--- src/rtl/seg_scan_ctrl.sv ---
// seg_scan_ctrl: time-multiplexed scan controller for a common-anode
// 7-segment bank. Display data is double-buffered and only swapped in at
// the end of a scan frame, so a value change never shows torn digits.
module seg_scan_ctrl #(
    parameter int NUM_DIGITS  = 8,
    parameter int REFRESH_DIV = 100000
) (
    input  logic                    clk,
    input  logic                    rst,
    input  logic                    load,
    input  logic [4*NUM_DIGITS-1:0] data_in,
    input  logic [NUM_DIGITS-1:0]   dp_in,
    input  logic [NUM_DIGITS-1:0]   digit_en,
    input  logic                    lzb,
    output logic [3:0]              hex,
    output logic [NUM_DIGITS-1:0]   an,
    output logic                    dp_n,
    output logic                    frame_done,
    output logic                    pending
);

    localparam int DW = $clog2(REFRESH_DIV);
    localparam int IW = $clog2(NUM_DIGITS);
    localparam logic [DW-1:0] DIV_LAST = DW'(REFRESH_DIV - 1);
    localparam logic [IW-1:0] IDX_LAST = IW'(NUM_DIGITS - 1);

    logic [DW-1:0]             div_cnt;
    logic [IW-1:0]             idx;
    logic [4*NUM_DIGITS-1:0]   disp_data;
    logic [NUM_DIGITS-1:0]     disp_dp;
    logic [4*NUM_DIGITS-1:0]   pend_data;
    logic [NUM_DIGITS-1:0]     pend_dp;

    logic                      tick;
    logic                      wrap;
    logic [NUM_DIGITS-1:0]     blank_vec;
    logic                      blank_cur;
    logic [3:0]                cur_nib;
    logic                      cur_dp;
    logic [NUM_DIGITS-1:0]     an_next;

    assign tick = (div_cnt == DIV_LAST);
    assign wrap = tick && (idx == IDX_LAST);

    // Refresh divider: one tick per digit slot
    always_ff @(posedge clk or posedge rst) begin
        if (rst) begin
            div_cnt <= '0;
        end else if (tick) begin
            div_cnt <= '0;
        end else begin
            div_cnt <= div_cnt + DW'(1);
        end
    end

    // Digit index: advances on tick, wraps at the last digit
    always_ff @(posedge clk or posedge rst) begin
        if (rst) begin
            idx <= '0;
        end else if (tick) begin
            if (idx == IDX_LAST) begin
                idx <= '0;
            end else begin
                idx <= idx + IW'(1);
            end
        end
    end

    // Double buffer: loads park in pend_*, commit to disp_* at frame wrap;
    // a load coinciding with wrap bypasses the pending stage so it still wins
    always_ff @(posedge clk or posedge rst) begin
        if (rst) begin
            disp_data <= '0;
            disp_dp   <= '0;
            pend_data <= '0;
            pend_dp   <= '0;
            pending   <= 1'b0;
        end else if (wrap) begin
            if (load) begin
                disp_data <= data_in;
                disp_dp   <= dp_in;
                pending   <= 1'b0;
            end else if (pending) begin
                disp_data <= pend_data;
                disp_dp   <= pend_dp;
                pending   <= 1'b0;
            end
        end else if (load) begin
            pend_data <= data_in;
            pend_dp   <= dp_in;
            pending   <= 1'b1;
        end
    end

    // Per-digit blanking: disabled digits, plus leading zeros when lzb is set
    // (scanned from the most significant digit down, digit 0 always exempt)
    always_comb begin
        logic        run_zero;
        int unsigned j;
        run_zero  = 1'b1;
        j         = 0;
        blank_vec = '0;
        for (int unsigned k = 0; k < NUM_DIGITS; k++) begin
            j         = NUM_DIGITS - 1 - k;
            run_zero  = run_zero & (disp_data[j*4 +: 4] == 4'h0);
            blank_vec[j] = ~digit_en[j] | (lzb & run_zero & (j != 0));
        end
    end

    // Current-digit selects feeding the output registers
    always_comb begin
        cur_nib   = disp_data[{idx, 2'b00} +: 4];
        cur_dp    = disp_dp[idx];
        blank_cur = blank_vec[idx];
        an_next   = '1;
        if (!blank_cur) begin
            an_next[idx] = 1'b0;
        end
    end

    // Registered outputs, one cycle behind idx
    always_ff @(posedge clk or posedge rst) begin
        if (rst) begin
            hex        <= '0;
            an         <= '1;
            dp_n       <= 1'b1;
            frame_done <= 1'b0;
        end else begin
            hex        <= cur_nib;
            an         <= an_next;
            dp_n       <= blank_cur ? 1'b1 : ~cur_dp;
            frame_done <= wrap;
        end
    end

endmodule
--- config.mk ---
export PLATFORM = sky130hd
export DESIGN_NAME = seg_scan_ctrl
export DESIGN_NICKNAME = d
export VERILOG_FILES = /design/src/rtl/seg_scan_ctrl.sv
export SDC_FILE = /design/constraint.sdc
export NUM_CORES = 1
export LEC_CHECK = 0
export BUFFER_PORTS_ARGS = -buffer_cell sky130_fd_sc_hd__buf_2
export CAP_MARGIN = 20
export CORE_MARGIN = 2
export CORE_UTILIZATION = 48
export DETAILED_ROUTE_END_ITERATION = 16
export PLACE_DENSITY = 0.78
export SETUP_SLACK_MARGIN = 0.3
export SYNTH_ARGS = -nofsm -noshare
export SYNTH_HDL_FRONTEND = slang
export SYNTH_SLANG_ARGS = --single-unit
--- constraint.sdc ---
create_clock -name clk -period 3.6 [get_ports clk]
set_clock_uncertainty 0.2 [all_clocks]
set_input_delay 0.18 -clock clk [delete_from_list [all_inputs] [get_ports clk]]
set_output_delay 0.18 -clock clk [all_outputs]
set_load 0.1 [all_outputs]
==> results.tsv, run 1 <==
stage	metric	value	unit
outcome	outcome	finished clean	
critical_path	crit_fanout	7	
final_layout	n_fill_cell	812	
timing	worst_pin_slew	0.965	ns
clock_tree	cts-root-buf	clkbuf_8	
floorplanning	dieHeight	110	um
clock_tree	clk_latency	0.52	ns
drt	vias	3818	
grt	overflow	0	
yosys	synth_mux_area_frac	0.193	
timing	rsz0062_at_grt	false	
critical_path	arrival	3.03	ns
drt	dr.first_iter.drc_count	219	
timing	min_period	2.77	ns
grt	antenna_found_initial	0	
yosys	synthSimpleGateAreaFrac	0.111	
grt	grt_pass1_wl	19600	um
placed_design	place_inst	636	
clock_tree	cts_inserted_buffers	17	
critical_path	startpoint_type	flip-flop	
yosys	avgSynthCellArea	12.0	sq um
yosys	ys_warn_count	0	
floorplanning	dieArea	12100	sq um
drt	drtPass1Iterations	5	
final_layout	stdcell_count	722	
yosys	ys_seq_area_frac	0.536	
clock_tree	clock_path_buffers	2	
yosys	synth_ff_type	dfrtp_1	
floorplanning	initial_core_util	0.495	
timing	fmax	0.361	GHz
floorplanning	core_area	10900	sq um
floorplanning	rows	38	
yosys	syn-num-nets	506	
power	leakagePower	3.19	nW
floorplanning	die_w	110	um
final_layout	diodes	0	
critical_path	required	3.86	ns
min_path	worstHoldPathType	in -> async	
clock_tree	cts_sinks	115	
final_layout	fin_util	0.641	
yosys	async_reset_ff_frac	1.00	
clock_tree	clk_pin_slew	0.06	ns
clock_tree	h-tree-depth	4	
placed_design	post_dp_cell_area	5800	sq um
placed_design	portBuffers	66	
yosys	ys_types	49	
critical_path	path_class	reg -> reg	
clock_tree	postCtsSetupRepairBufs	0	
floorplanning	io_pins	67	
yosys	synth_compound_area_frac	0.0921	
drt	wl_per_cell	16.5	um
drt	ant_nets	0	
drt	wl	11900	um
final_layout	regArea	2890	sq um
yosys	synth_area_leader_cell	dfrtp_1	
yosys	synth_area_leaders	dfrtp_1, mux2_2, mux2i_1	
placed_design	gp_congestion	0.825	
timing	setup_viol	0	
yosys	synth-xor-area-share	0.0244	
clock_tree	cts_tree	yes	
timing	drv_slew	0	
yosys	syn-cell-area	5390	sq um
yosys	yosysMostFrequentCell	dfrtp_1	
grt	grt_pass1_vias	3963	
drt	via_per_inst	5.29	
placed_design	dp_hpwl	7430	um
yosys	yosys-top-cells-count	dfrtp_1, nand2_1, mux2i_1, mux2_2, o21ai_2	
timing	hold_viol	0	
grt	grt_max_degree	84	
critical_path	critPathCaptureType	flip-flop	
timing	maxSlewHeadroom	0.357	
timing	period_share	0.769	
timing	tns	0	ns
yosys	ys_ff_latch	115	
yosys	synth_top_area_frac	0.492	
final_layout	syn2layout_area_growth	29.5	%
grt	grt_util_all_layers	0.218	
final_layout	layout.nets	624	
power	ir_worst_vdd	271	uV
flow_run	maxCapViolCount	0	
power	power_density	491	nW/um^2
yosys	synth_top_family_by_area	multiplexers	
yosys	netlist_instances	451	
yosys	synthAdderAreaFrac	0.00696	
yosys	synth_edf_count	0	
drt	drc_errors	0	
final_layout	final_cell_area	6980	sq um
final_layout	drive_above_1_share	0.337	
final_layout	multiInputGateArea	2310	sq um
==> per-stage QoR <==
| step | power, mW | setup slack [ns] | hold slack (ns) |
|---|---|---|---|
| final | 3.43 | 0.832 | 0.126 |
| after detailed placement | 1.58 | 0.926 | 0.136 |
| after global routing | 3.54 | 0.624 | 0.178 |
| after CTS | 3.45 | 0.866 | 0.126 |
| after floorplan | 1.51 | 1.30 | 0.0405 |
| after global placement | 1.57 | 0.990 | 0.129 |
==> final cells by class <==
cell class	count	area share
clock buffer	23	0.0668
multi-input combinational	305	0.331
sequential	115	0.414
inverter	3	0.00215
timing repair buffer	127	0.136
tap	140	0.0251
clock inverter	9	0.0254
==> where the power goes <==
| part | internal, mW | switching [mW] | leakage, nW | total [mW] |
|---|---|---|---|---|
| logic | 0.128 | 0.114 | 1.40 | 0.243 |
| registers | 1.34 | 0.0233 | 1.47 | 1.36 |
| clock network | 1.25 | 0.573 | 0.316 | 1.82 |
| total | 2.72 | 0.711 | 3.19 | 3.43 |
==> cell usage in the layout (no fill, tap or decap), types with 13 or more instances in the layout <==
cell type      count
mux2_2            46
nand3_1           13
nor2_1            19
nand2_1           53
o21ai_2           29
buf_2             66
mux2i_1           48
dfrtp_1          106
dlygate4sd3_1     54
clkbuf_16         16
==> metal layers <==
metal | GRT usage | wire (um) | up-vias
met5 | 0 | 0 | -
met4 | 0.0823 | 174 | 0
met3 | 0.0606 | 542 | 15
met2 | 0.348 | 5910 | 96
met1 | 0.285 | 5250 | 1853
li1 | - | - | 1854
==> critical path, cell delays in order (launching register included) <==
cell           delay [ns]
dfrtp_1              0.42
nor4_1               0.47
nand4_1              0.38
nor4_1               0.40
o221ai_1             0.18
nand4_1              0.12
dlygate4sd3_1        0.54
==> kinds of logic after synthesis <==
logic type	Yosys count
muxes	96
buffers and inverters	31
DFF	115
xor gates and xnor gates	15
AOI/OAI and AO/OA	68
adders and majority gates	3
and+or+nand+nor	123
==> flip-flops by register name, indices dropped and copies added, names as in the netlist <==
register    flops
disp_data      32
pend_data      32
div_cnt        17
an              8
disp_dp         8
pend_dp         8
hex             4
idx             3
dp_n            1
frame_done      1
pending         1
==> worst paths after layout <==
check / startpoint / to / slack (ns) / cells past startpoint
max in group asynchronous: rst / dp_n / 2.21 / 4
min in group clk: digit_en[0] / an[0] / 0.17 / 3
min reg2reg: disp_dp[6] / disp_dp[6] / 0.28 / 2
max: disp_data[30] / dp_n / 0.83 / 6
min: rst / pend_data[29] / 0.13 / 3
max reg2reg: disp_data[30] / dp_n / 0.83 / 6
==> timing repair <==
item                                   CTS  global route
gates resized for setup                  0             0
hold buffers                            54             0
endpoints found under the hold margin  122             0
Note: power is estimated with default switching activity, not from simulation.
==> run 2: changes to the inputs <==
- clock period: 3.6 -> 2.3 ns (I/O delays scaled with it)
==> run 2 against run 1 <==
Sequential share of layout area decreased by 5.9 points; worst setup slack got worse by 0.80 ns; combinational power increased by 86%; core utilization increased by 11 points; sequential power increased by 57%; via count increased by 15%; global-route usage increased by 3.9 points; largest cell class unchanged; highest routed layer unchanged.
==> results.tsv, run 2 (synthesis gave the netlist of run 1 again) <==
stage	metric	value	unit	change
clock_tree	clock_path_buffers	2		unchanged
clock_tree	clk_pin_slew	0.06	ns	about the same
power	p_comb_frac	0.088		+0.017
grt	gr-usage-met1	0.302		+0.0167
critical_path	critPathCaptureType	flip-flop		
drt	drc_errors	0		unchanged
clock_tree	clk_latency	0.53	ns	about the same
drt	drtPass1Iterations	4		-1
grt	antenna_found_initial	0		unchanged
final_layout	syn2layout_area_growth	51.5	%	
timing	setup_ws	0.0361	ns	-0.796 ns
power	switching_power	1.15	mW	+61%
final_layout	largestRegisters	disp_data (32), pend_data (32), div_cnt (17)		
power	pwr-share-seq	0.417		+0.019
critical_path	rr_endpoint	disp_data[28]		
critical_path	path_class	reg -> reg		
placed_design	dp_hpwl	8030	um	+8.0%
drt	via_per_inst	5.72		+8.1%
timing	fmax	0.442	GHz	+22%
clock_tree	cts_inserted_buffers	17		unchanged
grt	grt_use_met2	0.441		+0.0938
final_layout	stdcell_count	770		+6.6%
drt	ant_nets	0		unchanged
drt	vias	4402		+15%
floorplanning	io_pins	67		unchanged
drt	wl_per_cell	21.4	um	+30%
timing	hold_viol	0		unchanged
power	ir_worst_vdd	538	uV	+99%
critical_path	crit_fanout	7		unchanged
timing	maxSlewHeadroom	0.551		+0.194
critical_path	required	2.54	ns	-1.32 ns
grt	grt_pass1_vias	4546		+15%
floorplanning	rows	38		unchanged
final_layout	mostFrequentLayoutCell	dfrtp_1		
placed_design	place_inst	646		+1.6%
power	pwr-share-clk	0.494		-0.037
clock_tree	cts_tree	yes		
grt	grt.met3_usage	0.0735		+0.0129
critical_path	reg2reg_slack	0.04	ns	-0.80 ns
power	leakagePower	3.73	nW	+17%
critical_path	arrival	2.51	ns	-0.52 ns
power	power_switching_share	0.224		+0.0163
critical_path	startpoint_type	flip-flop		
placed_design	post-place-ws	0.0900	ns	-0.836 ns
final_layout	final_cell_mix	dfrtp_1, buf_2, dlygate4sd3_1, mux2i_1, nand2_4		
power	power_density	627	nW/um^2	+28%
placed_design	portBuffers	66		unchanged
timing	rsz0062_at_grt	true		
final_layout	drive_above_1_share	0.506		+0.170
final_layout	layout.nets	672		+7.7%
floorplanning	core_area	10900	sq um	unchanged
grt	grt_max_degree	47		-44%
min_path	worstHoldPathType	in -> async		
grt	grt_pass1_wl	22900	um	+17%
drt	dr.first_iter.drc_count	325		+48%
floorplanning	die_w	110	um	unchanged
grt	grt-busiest-layer	met2		
critical_path	startpoint	div_cnt[12]		
final_layout	n_fill_cell	596		-27%
outcome	outcome	finished clean		
flow_run	maxCapViolCount	0		unchanged
clock_tree	cts-root-buf	clkbuf_8		
critical_path	timing.rr.start	div_cnt[12]		
placed_design	gp_congestion	0.804		-2.6%
clock_tree	h-tree-depth	4		unchanged
floorplanning	initial_core_util	0.495		unchanged
clock_tree	cts_sinks	115		unchanged
drt	wl	16500	um	+39%
grt	overflow	0		unchanged
timing	worst_pin_slew	0.673	ns	-0.293 ns
final_layout	diodes	0		unchanged
timing	min_period	2.26	ns	-0.504 ns
timing	drv_slew	0		unchanged
timing	period_share	0.984		+0.215
timing	setup_viol	0		unchanged
floorplanning	dieArea	12100	sq um	unchanged
floorplanning	dieHeight	110	um	unchanged
power	power.internal	3.98	mW	+46%
critical_path	r2r_cells	6		unchanged
grt	grt_util_all_layers	0.257		+0.0389
run 2: final cells by class:
cell class / count / area [sq um] / share of cell area
clock buffers: 28 / 526 / 0.0643
clock inverters: 4 / 45.0 / 0.00551
inverters: 3 / 15.0 / 0.00184
multi-input cells: 305 / 2850 / 0.348
flip-flops and latches: 115 / 2900 / 0.355
well taps: 140 / 175 / 0.0214
repair buffers: 175 / 1670 / 0.204
run 2: worst max-delay path, stage by stage (launching register included):
cell and delay [ns]:
dfrtp_1 0.38, nor4b_2 0.28, nand3_1 0.17, or4b_4 0.59
clkbuf_16 0.21, buf_16 0.15, o21ai_2 0.19
run 2: power by group through the flow:
stage / clock network (mW) / logic (mW) / registers [mW]
3_5_place_dp: 0 / 0.323 / 2.17
6_report: 2.53 / 0.453 / 2.14
3_3_place_gp: 0 / 0.313 / 2.16
4_1_cts: 2.51 / 0.405 / 2.13
5_1_grt: 2.66 / 0.487 / 2.14
2_1_floorplan: 0 / 0.203 / 2.16
run 2: through the flow:
stage / hold slack, ns / TNS (ns) / power (mW) / cell area (sq um) / util
floorplan: -0.0245 / 0 / 2.37 / 5490 / -
global placement: 0.0298 / 0 / 2.47 / 6000 / 0.551
detailed placement: 0.0402 / 0 / 2.49 / 6000 / 0.551
CTS: 0.0372 / 0 / 5.05 / 7560 / 0.695
global route: 0.0897 / -0.0484 / 5.29 / 8170 / 0.751
finish: 0.0328 / 0 / 5.12 / 8170 / 0.751
run 2: metal layers:
layer  wire (um)  vias to the layer above  part of all wire
met5           0                        -                 0
met4         638                        0             0.039
met3        1100                       61             0.067
met2        8330                      203              0.51
met1        6390                     2185              0.39
li1            -                     1953                 -
run 2: worst max-delay path by stage:
stage	to	slack, ns	cells past startpoint
2_1_floorplan	disp_data[12]	0.25	8
3_5_place_dp	disp_data[30]	0.09	7
6_report	disp_data[28]	0.04	6
5_1_grt	disp_data[28]	-0.04	6
3_3_place_gp	disp_dp[0]	0.15	7
4_1_cts	pend_data[17]	0.14	9
run 2: what timing repair did:
action | in CTS | in global routing
cloned | 8 | 5
buffers inserted | 12 | 16
hold endpoints to repair | 196 | 0
endpoints found under the setup margin | 83 | 90
resized for setup | 34 | 86
hold buffers | 52 | 0
pin swaps | 6 | 17
==> run 3: changes to the inputs <==
- CORE_MARGIN: 2 -> unset
==> run 3 against run 2 <==
Clock-buffer cell count shrank 9; critical path depth stayed put; register-to-register slack gained 0.02 ns; core utilization down 5.1 points; sequential power about the same; cell area decreased by 6.8%; flip-flop and latch count stayed put; critical endpoint is now disp_data[24]; largest cell class unchanged; largest power group unchanged.
==> results.tsv, run 3 (synthesis gave the netlist of run 1 again) <==
stage	metric	value	unit	change
final_layout	diodes	0		unchanged
power	pwr-share-seq	0.426		+0.009
clock_tree	h-tree-depth	4		unchanged
flow_run	maxCapViolCount	0		unchanged
timing	tns	0	ns	unchanged
floorplanning	core_area	10900	sq um	unchanged
final_layout	syn2layout_area_growth	41.2	%	
timing	period_share	0.975		-0.00885
critical_path	startpoint_type	flip-flop		
drt	ant_nets	0		unchanged
timing	rsz0062_at_grt	true		
outcome	outcome	finished clean		
placed_design	gp_congestion	0.827		+2.8%
power	power.internal	3.80	mW	-4.6%
drt	wl_per_cell	21.5	um	+0.37%
grt	overflow	0		unchanged
drt	vias	4456		+1.2%
timing	min_period	2.24	ns	-0.0204 ns
placed_design	place_inst	644		-0.31%
drt	wl	16200	um	-1.7%
clock_tree	cts_inserted_buffers	17		unchanged
critical_path	path_class	reg -> reg		
final_layout	drive_above_1_share	0.453		-0.0536
final_layout	mostFrequentLayoutCell	dfrtp_1		
floorplanning	die_w	108	um	-1.8%
clock_tree	clock_path_buffers	2		unchanged
final_layout	stdcell_count	754		-2.1%
power	p_comb_frac	0.089		about the same
grt	antenna_found_initial	0		unchanged
critical_path	crit_fanout	20		+13
critical_path	arrival	2.49	ns	-0.02 ns
floorplanning	dieArea	11700	sq um	-3.6%
final_layout	largestRegisters	disp_data (32), pend_data (32), div_cnt (17)		
floorplanning	rows	38		unchanged
timing	setup_ws	0.0565	ns	+0.0204 ns
timing	fmax	0.446	GHz	+0.91%
timing	maxSlewHeadroom	0.466		-0.0851
clock_tree	cts-root-buf	clkbuf_8		
final_layout	multiInputGateArea	2550	sq um	-10%
power	switching_power	1.22	mW	+6.8%
power	power_density	659	nW/um^2	+5.1%
final_layout	final_cell_mix	dfrtp_1, buf_2, dlygate4sd3_1, mux2i_1, o21ai_2		
drt	dr.first_iter.drc_count	352		+8.3%
timing	hold_viol	0		unchanged
clock_tree	cts_tree	yes		
clock_tree	cts_sinks	115		unchanged
power	leakagePower	3.52	nW	-5.7%
clock_tree	clk_pin_slew	0.06	ns	about the same
final_layout	n_fill_cell	678		+14%
final_layout	regArea	2890	sq um	-0.17%
timing	worst_pin_slew	0.800	ns	+0.127 ns
timing	drv_slew	0		unchanged
placed_design	dp_hpwl	7600	um	-5.4%
placed_design	portBuffers	66		unchanged
critical_path	required	2.54	ns	about the same
drt	via_per_inst	5.91		+3.4%
drt	drtPass1Iterations	6		+2
power	ir_worst_vdd	517	uV	-3.8%
timing	setup_viol	0		unchanged
grt	grt_max_degree	46		-2.1%
placed_design	post-place-ws	0.0507	ns	-0.0394 ns
drt	drc_errors	0		unchanged
grt	grt_pass1_wl	22900	um	-0.12%
power	pwr-share-clk	0.485		-0.009
final_layout	layout.nets	656		-2.4%
floorplanning	dieHeight	108	um	-1.8%
grt	grt_util_all_layers	0.266		+0.00870
grt	grt_pass1_vias	4524		-0.48%
floorplanning	io_pins	67		unchanged
floorplanning	initial_core_util	0.495		unchanged
min_path	worstHoldPathType	in -> async		
critical_path	critPathCaptureType	flip-flop		
clock_tree	clk_latency	0.53	ns	about the same
power	power_switching_share	0.244		+0.0201
run 3: per-layer routing:
layer / vias to the layer above / share of wire / global-route usage
met2: 236 / 0.51 / 0.431
met4: 0 / 0.037 / 0.159
met5: - / 0 / 0
li1: 1922 / - / -
met1: 2246 / 0.39 / 0.319
met3: 52 / 0.062 / 0.0693
run 3: layout make-up:
class,count,share of cell area
Clock inverter,13,0.0148
Tap cell,140,0.0230
Sequential cell,115,0.380
Clock buffer,19,0.0567
Multi-Input combinational cell,305,0.335
Timing Repair Buffer,159,0.189
Inverter,3,0.00197
run 3: final timing paths:
| kind | endpoint | cells after the start | slack, ns | startpoint |
|---|---|---|---|---|
| min in group clk | an[0] | 3 | 0.12 | digit_en[0] |
| hold / removal | disp_data[6] | 3 | 0.09 | rst |
| setup / recovery | disp_data[24] | 6 | 0.06 | div_cnt[13] |
| max in group asynchronous | pend_data[14] | 4 | 1.13 | rst |
| setup reg to reg | disp_data[24] | 6 | 0.06 | div_cnt[13] |
| hold reg to reg | disp_dp[1] | 2 | 0.30 | disp_dp[1] |
run 3: timing repair:
item,4_1_cts,5_1_grt
endpoints found under the hold margin,151,0
gates resized for setup,17,34
cloned,6,3
endpoints found under the setup margin,83,89
hold buffers,52,0
pin swaps,3,9
buffers inserted,13,4
run 3: power groups by stage:
| stage | combinational [mW] | clock, mW | sequential (mW) |
|---|---|---|---|
| 6_report | 0.447 | 2.44 | 2.14 |
| 5_1_grt | 0.481 | 2.54 | 2.14 |
| 4_1_cts | 0.407 | 2.41 | 2.13 |
| 3_5_place_dp | 0.325 | 0 | 2.16 |
| 3_3_place_gp | 0.315 | 0 | 2.16 |
| 2_1_floorplan | 0.203 | 0 | 2.16 |
run 3: per-stage QoR:
| step | total power, mW | utilization | hold slack (ns) | cell area, sq um |
|---|---|---|---|---|
| CTS | 4.95 | 0.677 | 0.0877 | 7370 |
| detailed placement | 2.49 | 0.549 | 0.0832 | 5980 |
| global placement | 2.47 | 0.549 | 0.0685 | 5980 |
| global route | 5.17 | 0.700 | 0.126 | 7620 |
| floorplan | 2.37 | - | -0.0245 | 5490 |
| finish | 5.02 | 0.700 | 0.0881 | 7620 |
run 3: worst max-delay path: stages (launching register included):
cell and delay (ns):
dfrtp_1 0.39, nor4b_2 0.30, nand3_2 0.13, or4b_4 0.60
buf_6 0.17, buf_16 0.17, o21ai_2 0.19
